$ cat config.mk
export PLATFORM = sky130hd
export DESIGN_NAME = fwd_mux_pipe
export DESIGN_NICKNAME = d
export VERILOG_FILES = /design/src/rtl/fwd_mux_pkg.sv /design/src/rtl/fwd_mux_sel.sv /design/src/rtl/fwd_mux_pipe.sv
export SDC_FILE = /design/constraint.sdc
export NUM_CORES = 1
export LEC_CHECK = 0
export CELL_PAD_IN_SITES_DETAIL_PLACEMENT = 1
export CELL_PAD_IN_SITES_GLOBAL_PLACEMENT = 2
export CORE_MARGIN = 8
export CORE_UTILIZATION = 28
export DETAILED_ROUTE_END_ITERATION = 8
export DONT_BUFFER_PORTS = 1
export MAX_ROUTING_LAYER = met4
export PLACE_DENSITY = 0.66
export SETUP_SLACK_MARGIN = 0.3
export SYNTH_ARGS = -nofsm -noshare
export SYNTH_HDL_FRONTEND = slang
export SYNTH_SLANG_ARGS = --single-unit
$ cat constraint.sdc
create_clock -name clk -period 1.75 [get_ports clk]
set_clock_uncertainty 0.05 [all_clocks]
set_input_delay 0.525 -clock clk [delete_from_list [all_inputs] [get_ports clk]]
set_output_delay 0.525 -clock clk [all_outputs]
set_load 0.005 [all_outputs]
$ cat src/rtl/fwd_mux_pkg.sv
// Shared constants for the forwarding mux pipeline stage and the
// forwarding unit that drives its select.
package fwd_mux_pkg;

    localparam int FWD_MUX_WIDTH_DEF  = 64;
    localparam int FWD_MUX_NUM_IN_DEF = 3;
    localparam int FWD_MUX_ERR_CNT_W  = 8;

    // Forwarding sources as encoded by the forwarding unit
    localparam int FWD_SEL_REG = 0;
    localparam int FWD_SEL_EX  = 1;
    localparam int FWD_SEL_MEM = 2;

    typedef enum logic [1:0] {
        FWD_SRC_REG = 2'(FWD_SEL_REG),
        FWD_SRC_EX  = 2'(FWD_SEL_EX),
        FWD_SRC_MEM = 2'(FWD_SEL_MEM)
    } fwd_src_e;

endpackage

$ cat src/rtl/fwd_mux_sel.sv
// Combinational N-way source selector; flags select values with no
// matching source and returns zero data for them.
module fwd_mux_sel
    import fwd_mux_pkg::*;
#(
    parameter int WIDTH  = FWD_MUX_WIDTH_DEF,
    parameter int NUM_IN = FWD_MUX_NUM_IN_DEF,
    parameter int SEL_W  = $clog2(NUM_IN)
) (
    input  logic [NUM_IN*WIDTH-1:0] data_in,
    input  logic [SEL_W-1:0]        sel,
    output logic [WIDTH-1:0]        sel_data,
    output logic                    sel_illegal
);

    always_comb begin
        sel_data    = '0;
        sel_illegal = 1'b1;
        for (int k = 0; k < NUM_IN; k++) begin
            if (sel == SEL_W'(k)) begin
                sel_data    = data_in[k*WIDTH +: WIDTH];
                sel_illegal = 1'b0;
            end
        end
    end

endmodule

$ cat src/rtl/fwd_mux_pipe.sv
// Registered forwarding mux with valid/ready handshake and sticky illegal
// select flag. Define FWD_MUX_ERR_CNT_EN to add the saturating err_cnt port.
module fwd_mux_pipe
    import fwd_mux_pkg::*;
#(
    parameter int WIDTH           = FWD_MUX_WIDTH_DEF,
    parameter int NUM_IN          = FWD_MUX_NUM_IN_DEF,
    parameter int HOLD_ON_ILLEGAL = 0,
    localparam int SEL_W          = $clog2(NUM_IN)
) (
    input  logic                    clk,
    input  logic                    rst_n,
    input  logic [NUM_IN*WIDTH-1:0] data_in,
    input  logic [SEL_W-1:0]        sel,
    input  logic                    in_valid,
    output logic                    in_ready,
    input  logic                    flush,
    output logic                    out_valid,
    input  logic                    out_ready,
    output logic [WIDTH-1:0]        data_out,
`ifdef FWD_MUX_ERR_CNT_EN
    output logic [FWD_MUX_ERR_CNT_W-1:0] err_cnt,
`endif
    output logic                    sel_err
);

    localparam bit HOLD = (HOLD_ON_ILLEGAL != 0);

    logic [WIDTH-1:0] sel_data_p0;
    logic             sel_illegal_p0;
    logic             accept_p0;
    logic             xfer_out_p0;
    logic [WIDTH-1:0] data_nxt_p0;

    logic [WIDTH-1:0] data_p1;
    logic             vld_p1;
    logic             err_p1;

    function automatic logic [FWD_MUX_ERR_CNT_W-1:0] sat_inc(
        input logic [FWD_MUX_ERR_CNT_W-1:0] v
    );
        return (v == '1) ? v : v + FWD_MUX_ERR_CNT_W'(1);
    endfunction

    // ---- stage p0: select and handshake decode
    fwd_mux_sel #(
        .WIDTH  (WIDTH),
        .NUM_IN (NUM_IN),
        .SEL_W  (SEL_W)
    ) u_sel (
        .data_in     (data_in),
        .sel         (sel),
        .sel_data    (sel_data_p0),
        .sel_illegal (sel_illegal_p0)
    );

    assign in_ready    = !vld_p1 || out_ready;
    assign accept_p0   = in_valid && in_ready && !flush;
    assign xfer_out_p0 = vld_p1 && out_ready;

    always_comb begin
        data_nxt_p0 = sel_data_p0;
        if (sel_illegal_p0) begin
            data_nxt_p0 = HOLD ? data_p1 : '0;
        end
    end

    // ---- stage p1: output register
    always_ff @(posedge clk or negedge rst_n) begin
        if (!rst_n) begin
            vld_p1  <= 1'b0;
            data_p1 <= '0;
            err_p1  <= 1'b0;
        end else begin
            if (flush) begin
                vld_p1 <= 1'b0;
            end else if (accept_p0) begin
                vld_p1 <= 1'b1;
            end else if (xfer_out_p0) begin
                vld_p1 <= 1'b0;
            end
            if (accept_p0) begin
                data_p1 <= data_nxt_p0;
            end
            if (accept_p0 && sel_illegal_p0) begin
                err_p1 <= 1'b1;
            end
        end
    end

`ifdef FWD_MUX_ERR_CNT_EN
    logic [FWD_MUX_ERR_CNT_W-1:0] err_cnt_p1;

    always_ff @(posedge clk or negedge rst_n) begin
        if (!rst_n) begin
            err_cnt_p1 <= '0;
        end else if (accept_p0 && sel_illegal_p0) begin
            err_cnt_p1 <= sat_inc(err_cnt_p1);
        end
    end

    assign err_cnt = err_cnt_p1;
`endif

    assign out_valid = vld_p1;
    assign data_out  = data_p1;
    assign sel_err   = err_p1;

endmodule

==> metrics, run 1 <==
status=finished with violations; failing checks=hold timing; WS Path Type=register to register; largest cells by area after synthesis=dfrtp_1 43%, mux2i_1 17%, mux2_2 16%, o2bb2ai_1 14%, mux2_4 3.5%; final setup fails=0; dpl ws=0.0721 ns; initial detailed-routing violation count=92; Residual DRC=0; Total GRT Usage=12.6%; pin count of the biggest net entering global routing=67; Synth Register Bits=66; Critical Path, Cell by Cell=nor2b_4 -> nor3b_4 -> buf_6 -> buf_12 -> mux2_2; critical path launch point type=register; crit path DAT=1.80 ns; maximum vdd ir drop=0.335 mV; critical path capture point type=register; post-synthesis mux area share=36.1%; worst-case clock buffer depth=2; Cell Rows=43; Clock Root Buffer=clkbuf_16; # clock sinks=66; maxcap violations=0; Post-Synth Simple-Gate Area=1.04%; CP delay by family, top=flip-flops; CP max stage delay=0.40 ns; I/O Buffers=0; global-route wire length before repair=17.4 mm; CP bufs+invs=2; Final TNS setup=0 ns; Final ANT Viol Nets=0; fmax=609 MHz; fin. max-slew vios=0; clk slew on worst S/H paths=0.06 ns; ratio of cells with drive above 1 in the final layout=30.9%; CTS Buf Count=9; Worst path slowest cell=dfrtp_1; Slew HR=73.1%; Required @ worst endpoint=1.91 ns; Worst Hold Slack=-0.159 ns; Synth Area in Adders=0%; Layout area overhead=12.7%; full die area=17,800 sq um; Avg WL per Cell=24.0 um; Syn Nets=492; crit path time final=1.64 ns; wirelength, routed=11.2 mm; worst-skew pair later-pin latency=0.33 ns; Mapped Area=3870 sq um; power per cell area=1040 nW/um^2; post-synthesis cell type count=15; Placer Congestion=0.702; TritonCTS clock tree=built; unrepaired setup endpoints after global routing=yes; H-tree depth=3; period utilization=93.8%; worst slew pin tran=0.402 ns; post-DP HPWL=8.28 mm; grt total ovfl=0; syn avg cell area=13.2 sq um; DRT Pass-1 Iters=4; Post-Synth XOR/XNOR Area=0%; diode count=0; complex-gate fraction of the synthesized area=14.7%; crit-path max FO=18; Yosys top cell by area=dfrtp_1; Synth Warn #=0; top cell type's share of synthesized area=42.7%; Via density=5.27; Chip Height=134 um; Final Hold Viols=66; Final Worst Setup Slack=0.109 ns; sequential fraction of the synthesis area=42.7%; Die W=134 um; worst hold path type=primary input to asynchronous set/reset pin; Pleak=1.85 nW; Synth Instances=293; initial antenna violation count=0; post-layout net count=483; Core ar.=13,700 sq um; combinational family with the most area after synthesis=multiplexers; Vias=2,468; Initial Utilization=28.3%; I/O pin count=266; vias in the first global route=2,941
## worst register-to-register path, delay by kind of cell, from the launching register on
| family | cells | cell delay [ns] |
|---|---|---|
| flops | 1 | 0.40 |
| buf+inv | 2 | 0.33 |
| simple gates | 2 | 0.37 |
| mux | 1 | 0.36 |
## stage by stage
| stage | util (%) | area [sq um] | total power, mW | instances | hold WS [ns] |
|---|---|---|---|---|---|
| finish | 31.9 | 4360 | 4.55 | 468 | -0.159 |
| global route | 31.9 | 4360 | 4.79 | 468 | -0.183 |
| floorplan | - | 3870 | 2.60 | 293 | 0.179 |
| detailed placement | 29.1 | 3980 | 2.73 | 449 | 0.181 |
| CTS | 31.9 | 4360 | 4.65 | 468 | -0.183 |
| global placement | 29.1 | 3980 | 2.70 | 449 | 0.182 |
## registers in the layout (all words and copies together) (netlist names)
register   cells
data_out      64
out_valid      1
sel_err        1
## power breakdown
group          switching, mW  internal [mW]  leakage (nW)  total, mW
Clock                  0.638           1.21         0.152       1.85
Combinational          0.204          0.418         0.877      0.621
Sequential             0.262           1.82         0.821       2.08
Total                   1.10           3.44          1.85       4.55
## cells by family after synthesis
kind of cell / after synthesis
buffers and inverters: 29
AND/OR/NAND/NOR: 5
flip-flops: 66
multiplexers: 128
AO/OA/AOI/OAI: 65
## synthesized netlist by cell type
| cell | n |
|---|---|
| mux2i_1 | 64 |
| buf_6 | 12 |
| buf_1 | 3 |
| nor2_1 | 2 |
| nor3b_2 | 1 |
| nor2b_1 | 1 |
| nor2b_4 | 1 |
| a31o_1 | 1 |
| inv_1 | 1 |
| mux2_4 | 9 |
| mux2_2 | 55 |
| o2bb2ai_1 | 64 |
| clkbuf_1 | 3 |
| buf_2 | 10 |
| dfrtp_1 | 66 |
## area by class of cell
class	count	area [sq um]
inverter	1	3.75
tap	180	225
sequential	66	1650
timing repair buffer	8	154
multi-input combinational	198	2020
fill	1461	9310
clock inverter	2	35.0
clock buffer	13	270
## metal layers
metal	GRT usage, %	wire, um	vias up
met4	3.74	119	0
met1	13.8	4320	1197
met5	-	0	-
met2	20.4	5660	143
li1	-	-	1119
met3	5.53	1150	9
## timing repair
item | 4_1_cts | 5_1_grt
hold endpoints to repair | 66 | 66
gates cloned | 2 | 0
gates resized for setup | 3 | 0
pin swaps | 1 | 0
setup buffers | 2 | 0
endpoints found under the setup margin | 65 | 65
## path summary, 6_finish.rpt
check                                           start                  endpoint  slack [ns]  cells past startpoint
worst max register to register  out_valid$_DFFE_PN0P_  data_out[46]$_DFFE_PN0P_        0.11                      5
min in group clk                                flush     out_valid$_DFFE_PN0P_        0.20                      1
max in group asynchronous                       rst_n  data_out[54]$_DFFE_PN0P_        1.70                      0
worst min-delay path                            rst_n  data_out[18]$_DFFE_PN0P_       -0.16                      0
worst max-delay path            out_valid$_DFFE_PN0P_  data_out[46]$_DFFE_PN0P_        0.11                      5
worst min register to register    sel_err$_DFFE_PN0P_       sel_err$_DFFE_PN0P_        0.48                      1
## cells in the final DEF (no fill, tap or decap)
master and count:
clkbuf_1 1, nor2_1 2, dfrtp_1 66, mux2i_1 64
inv_1 1, buf_4 1, mux2_4 9, clkinv_2 1
buf_16 2, buf_12 4, bufinv_16 1, buf_6 1
clkbuf_16 9, mux2_2 55, o2bb2ai_1 64, nor2b_4 2
clkbuf_8 3, nor3b_4 1, a31o_1 1
Note: power is estimated with default switching activity, not from simulation.
==> run 2: changes to the inputs <==
--- a/config.mk
+++ b/config.mk
@@ -5,15 +5,14 @@
 export SDC_FILE = /design/constraint.sdc
 export NUM_CORES = 1
 export LEC_CHECK = 0
-export CELL_PAD_IN_SITES_DETAIL_PLACEMENT = 1
-export CELL_PAD_IN_SITES_GLOBAL_PLACEMENT = 2
 export CORE_MARGIN = 8
 export CORE_UTILIZATION = 28
 export DETAILED_ROUTE_END_ITERATION = 8
 export DONT_BUFFER_PORTS = 1
 export MAX_ROUTING_LAYER = met4
-export PLACE_DENSITY = 0.66
+export PLACE_DENSITY = 0.44
 export SETUP_SLACK_MARGIN = 0.3
+export SLEW_MARGIN = 5
 export SYNTH_ARGS = -nofsm -noshare
 export SYNTH_HDL_FRONTEND = slang
 export SYNTH_SLANG_ARGS = --single-unit
==> metrics, run 2 (synthesis gave the netlist of run 1 again) <==
diode count=0; max reg flops=64; Vias=2,462; crit path time final=1.63 ns; wirelength, routed=11.0 mm; Chip Height=134 um; I/O pin count=266; H-tree depth=3; global-route wire length before repair=16.6 mm; maxcap violations=0; TritonCTS clock tree=built; Final TNS setup=0 ns; DRT Pass-1 Iters=4; Required @ worst endpoint=1.91 ns; grt total ovfl=0; period utilization=93.1%; Worst path slowest cell=dfrtp_1; initial detailed-routing violation count=87; most frequent cells in the layout=66 x dfrtp_1, 64 x mux2i_1, 64 x o2bb2ai_1; Slew HR=79.8%; I/O Buffers=0; Critical Path, Cell by Cell=nor2b_4 -> nor3b_4 -> buf_4 -> buf_12 -> mux2_2; critical path launch point type=register; crit-path max FO=18; switching power=1.09 mW; fmax=614 MHz; Core ar.=13,700 sq um; # clock sinks=66; CP max stage delay=0.40 ns; post-DP HPWL=7.87 mm; Cell Rows=43; fin cells=470; power per cell area=1030 nW/um^2; Residual DRC=0; fin. max-slew vios=0; commonest non-fill, non-tap cell in the layout=dfrtp_1; Initial Utilization=28.3%; switching portion of total power=23.9%; worst hold path type=primary input to asynchronous set/reset pin; status=finished with violations; share of total power in the clock network=40.3%; P_int=3.47 mW; Worst Hold Slack=-0.158 ns; clk slew on worst S/H paths=0.06 ns; worst-case clock buffer depth=2; post-layout net count=485; R2R depth=5; part of the power in registers=45.5%; Via density=5.24; crit path DAT=1.79 ns; Tot Pwr=4.56 mW; worst-skew pair later-pin latency=0.33 ns; Pleak=1.89 nW; combinational power share=14.2%; vias in the first global route=2,770; final setup fails=0; Placer Congestion=0.710; full die area=17,800 sq um; Layout area overhead=14.3%; initial antenna violation count=0; Die W=134 um; DP Cell Count=448; Avg WL per Cell=23.5 um; critical path capture point type=register; CTS Buf Count=9; failing checks=hold timing; Final Hold Viols=66; Clock Root Buffer=clkbuf_16; maximum vdd ir drop=0.370 mV; ratio of cells with drive above 1 in the final layout=31.4%; Final ANT Viol Nets=0; WS Path Type=register to register; unrepaired setup endpoints after global routing=yes; pin count of the biggest net entering global routing=67; Total GRT Usage=12.4%; worst slew pin tran=0.302 ns
run 2: stage by stage:
step | setup slack, ns | utilization, % | instance area, sq um
6_report | 0.121 | 32.4 | 4420
5_1_grt | 0.0409 | 32.4 | 4420
4_1_cts | 0.0997 | 31.8 | 4350
3_5_place_dp | 0.0765 | 29.0 | 3960
3_3_place_gp | 0.101 | 29.0 | 3960
2_1_floorplan | 0.211 | - | 3870
run 2: critical path, delay by kind of cell, from the launching register on:
| kind | cells | cell delay [ns] |
|---|---|---|
| flops | 1 | 0.40 |
| mux | 1 | 0.34 |
| buf+inv | 2 | 0.31 |
| simple gates | 2 | 0.38 |
run 2: worst paths after layout:
| check | from | endpoint | slack [ns] |
|---|---|---|---|
| setup / recovery | out_valid$_DFFE_PN0P_ | data_out[17]$_DFFE_PN0P_ | 0.12 |
| hold / removal | rst_n | data_out[20]$_DFFE_PN0P_ | -0.16 |
| setup reg to reg | out_valid$_DFFE_PN0P_ | data_out[17]$_DFFE_PN0P_ | 0.12 |
| hold reg to reg | sel_err$_DFFE_PN0P_ | sel_err$_DFFE_PN0P_ | 0.47 |
| max in group asynchronous | rst_n | data_out[55]$_DFFE_PN0P_ | 1.71 |
| min in group clk | flush | out_valid$_DFFE_PN0P_ | 0.20 |
run 2: cell type report:
type / instances / area (sq um)
fillers: 1378 / 9240
multi-input cells: 198 / 2040
flip-flops and latches: 66 / 1650
clock buffers: 13 / 270
well taps: 180 / 225
repair buffers: 10 / 195
clock inverters: 2 / 35.0
inverters: 1 / 3.75
run 2: what timing repair did:
item	4_1_cts	5_1_grt
buffers inserted	3	0
gates cloned	2	2
resized for setup	3	7
endpoints found under the setup margin	65	65
pin swaps	1	1
hold endpoints to repair	66	66
run 2: power groups by stage:
stage                     logic (mW)  registers (mW)  clock network (mW)
after floorplan                0.594            2.00                   0
after global placement         0.576            2.12                   0
after detailed placement       0.600            2.12                   0
after CTS                      0.628            2.09                1.94
after global routing           0.710            2.12                1.99
final                          0.646            2.07                1.84
run 2: metal layers:
| layer | vias to the layer above | track usage, % | wire length, um |
|---|---|---|---|
| met5 | - | - | 0 |
| met4 | 0 | 4.74 | 148 |
| met3 | 7 | 6.51 | 1380 |
| met2 | 161 | 19.3 | 5440 |
| met1 | 1172 | 13.0 | 4080 |
| li1 | 1122 | - | - |
==> run 3: changes to the inputs <==
--- a/config.mk
+++ b/config.mk
@@ -5,12 +5,14 @@
 export SDC_FILE = /design/constraint.sdc
 export NUM_CORES = 1
 export LEC_CHECK = 0
+export CAP_MARGIN = 20
 export CORE_MARGIN = 8
 export CORE_UTILIZATION = 28
 export DETAILED_ROUTE_END_ITERATION = 8
 export DONT_BUFFER_PORTS = 1
 export MAX_ROUTING_LAYER = met4
-export PLACE_DENSITY = 0.44
+export PLACE_DENSITY = 0.46
+export RECOVER_POWER = 50
 export SETUP_SLACK_MARGIN = 0.3
 export SLEW_MARGIN = 5
 export SYNTH_ARGS = -nofsm -noshare
==> constraint.sdc (replaced) <==
create_clock -name clk -period 1.35 [get_ports clk]
set_clock_uncertainty 0.05 [all_clocks]
set_input_delay 0.405 -clock clk [delete_from_list [all_inputs] [get_ports clk]]
set_output_delay 0.405 -clock clk [all_outputs]
set_load 0.005 [all_outputs]
==> metrics, run 3 (synthesis gave the netlist of run 1 again) <==
status=finished with violations; failing checks=hold timing, setup timing; Worst path slowest cell=dfrtp_1; clk slew on worst S/H paths=0.05 ns; vias in the first global route=2,808; commonest non-fill, non-tap cell in the layout=dfrtp_1; period utilization=115%; # clock sinks=66; most frequent cells in the layout=66 x dfrtp_1, 64 x mux2i_1, 64 x o2bb2ai_1; Final ANT Viol Nets=0; Slew HR=88.6%; maxcap violations=0; post-layout net count=490; unrepaired setup endpoints after global routing=yes; Residual DRC=0; critical path capture point type=register; diode count=0; fin. max-slew vios=0; Final Hold Viols=66; wirelength, routed=10.4 mm; Design Area, Final=4380 sq um; Placer Congestion=0.678; Final Worst Setup Slack=-0.208 ns; Vias=2,452; FF/Latch Area=1650 sq um; critical path launch point type=register; grt total ovfl=0; R2R depth=5; Total GRT Usage=11.6%; CP bufs+invs=2; maximum vdd ir drop=0.488 mV; Via density=5.16; DRT Pass-1 Iters=6; Worst Hold Slack=-0.275 ns; Required @ worst endpoint=1.50 ns; Avg WL per Cell=21.9 um; worst-case clock buffer depth=2; power per cell area=1340 nW/um^2; Clock Root Buffer=clkbuf_16; worst r2r src=out_valid$_DFFE_PN0P_; Tot Pwr=5.85 mW; TritonCTS clock tree=built; post-DP HPWL=8.07 mm; full die area=17,800 sq um; CP max stage delay=0.38 ns; I/O Buffers=0; crit path time final=1.56 ns; max reg flops=64; CP delay by family, top=flip-flops; reg2reg setup slack=-0.21 ns; multi-input logic area=2020 sq um; Critical Path, Cell by Cell=nor2b_4 -> nor3b_4 -> buf_4 -> buf_12 -> mux2_2; I/O pin count=266; Cell Rows=43; crit-path max FO=21; dpl cell area=4050 sq um; Layout area overhead=13.2%; worst r2r dst=data_out[12]$_DFFE_PN0P_; utilization after layout=32.0%; crit path DAT=1.71 ns; Initial Utilization=28.3%; global-route wire length before repair=15.9 mm; Core ar.=13,700 sq um; final setup fails=66; worst slew pin tran=0.166 ns; Die W=134 um; worst hold path type=primary input to asynchronous set/reset pin; H-tree depth=3; fillcell total=1,400; Chip Height=134 um; ratio of cells with drive above 1 in the final layout=32.9%; fmax=642 MHz; CTS Buf Count=9; initial antenna violation count=0; Final TNS setup=-11.13 ns; initial detailed-routing violation count=65; WS Path Type=register to register; pin count of the biggest net entering global routing=67; worst-skew pair later-pin latency=0.32 ns; Pleak=1.87 nW
-- run 3: changes by cell type in the layout (fill, tap and decap cells not counted), moves of 2 or more --
cell and change:
buf_4 +7, mux2_2 +6, mux2_4 -6, buf_16 -2
clkbuf_16 -2
-- run 3: worst max path at each step --
stage / startpoint / slack [ns] / to / cells after the start
after global placement: out_valid$_DFFE_PN0P_ / -0.17 / data_out[5]$_DFFE_PN0P_ / 5
after global routing: out_valid$_DFFE_PN0P_ / -0.28 / data_out[23]$_DFFE_PN0P_ / 5
after floorplan: out_valid$_DFFE_PN0P_ / -0.14 / data_out[0]$_DFFE_PN0P_ / 5
after detailed placement: out_valid$_DFFE_PN0P_ / -0.22 / data_out[9]$_DFFE_PN0P_ / 5
after CTS: out_valid$_DFFE_PN0P_ / -0.22 / data_out[4]$_DFFE_PN0P_ / 5
final: out_valid$_DFFE_PN0P_ / -0.21 / data_out[12]$_DFFE_PN0P_ / 5
-- run 3: worst register-to-register path, stage by stage, from the launching register on --
cell     delay [ns]
dfrtp_1        0.38
nor2b_4        0.14
nor3b_4        0.17
buf_4          0.17
buf_12         0.17
mux2_2         0.36
-- run 3: power breakdown --
group	total, mW	internal [mW]	switching, mW	leakage [nW]
registers	2.69	2.36	0.334	0.821
logic	0.796	0.545	0.251	0.901
clock network	2.36	1.57	0.796	0.152
-- run 3: what timing repair did --
item / CTS / global route
setup endpoints to repair: 132 / 132
resized for setup: 3 / 1
endpoints found under the hold margin: 66 / 66
buffers inserted: 1 / 1
-- run 3: per-stage QoR --
stage	cells	worst slack [ns]	hold slack, ns
2_1_floorplan	293	-0.140	0.0594
3_3_place_gp	458	-0.174	0.0618
3_5_place_dp	458	-0.217	0.0617
4_1_cts	474	-0.220	-0.294
5_1_grt	475	-0.276	-0.298
6_report	475	-0.208	-0.275
-- run 3: routing by layer --
layer	global-route usage (%)	vias up	routed length, um
met5	-	-	0
li1	-	1126	-
met2	19.0	141	5230
met1	11.8	1178	3810
met4	4.12	0	126
met3	5.69	7	1220
-- run 3: final cells by class --
cell class | instances | area share, %
multi-input cells | 198 | 46.1
clock inverters | 2 | 0.800
clock buffers | 13 | 6.17
repair buffers | 15 | 3.97
well taps | 180 | 5.14
inverters | 1 | 0.0857
flip-flops and latches | 66 | 37.7
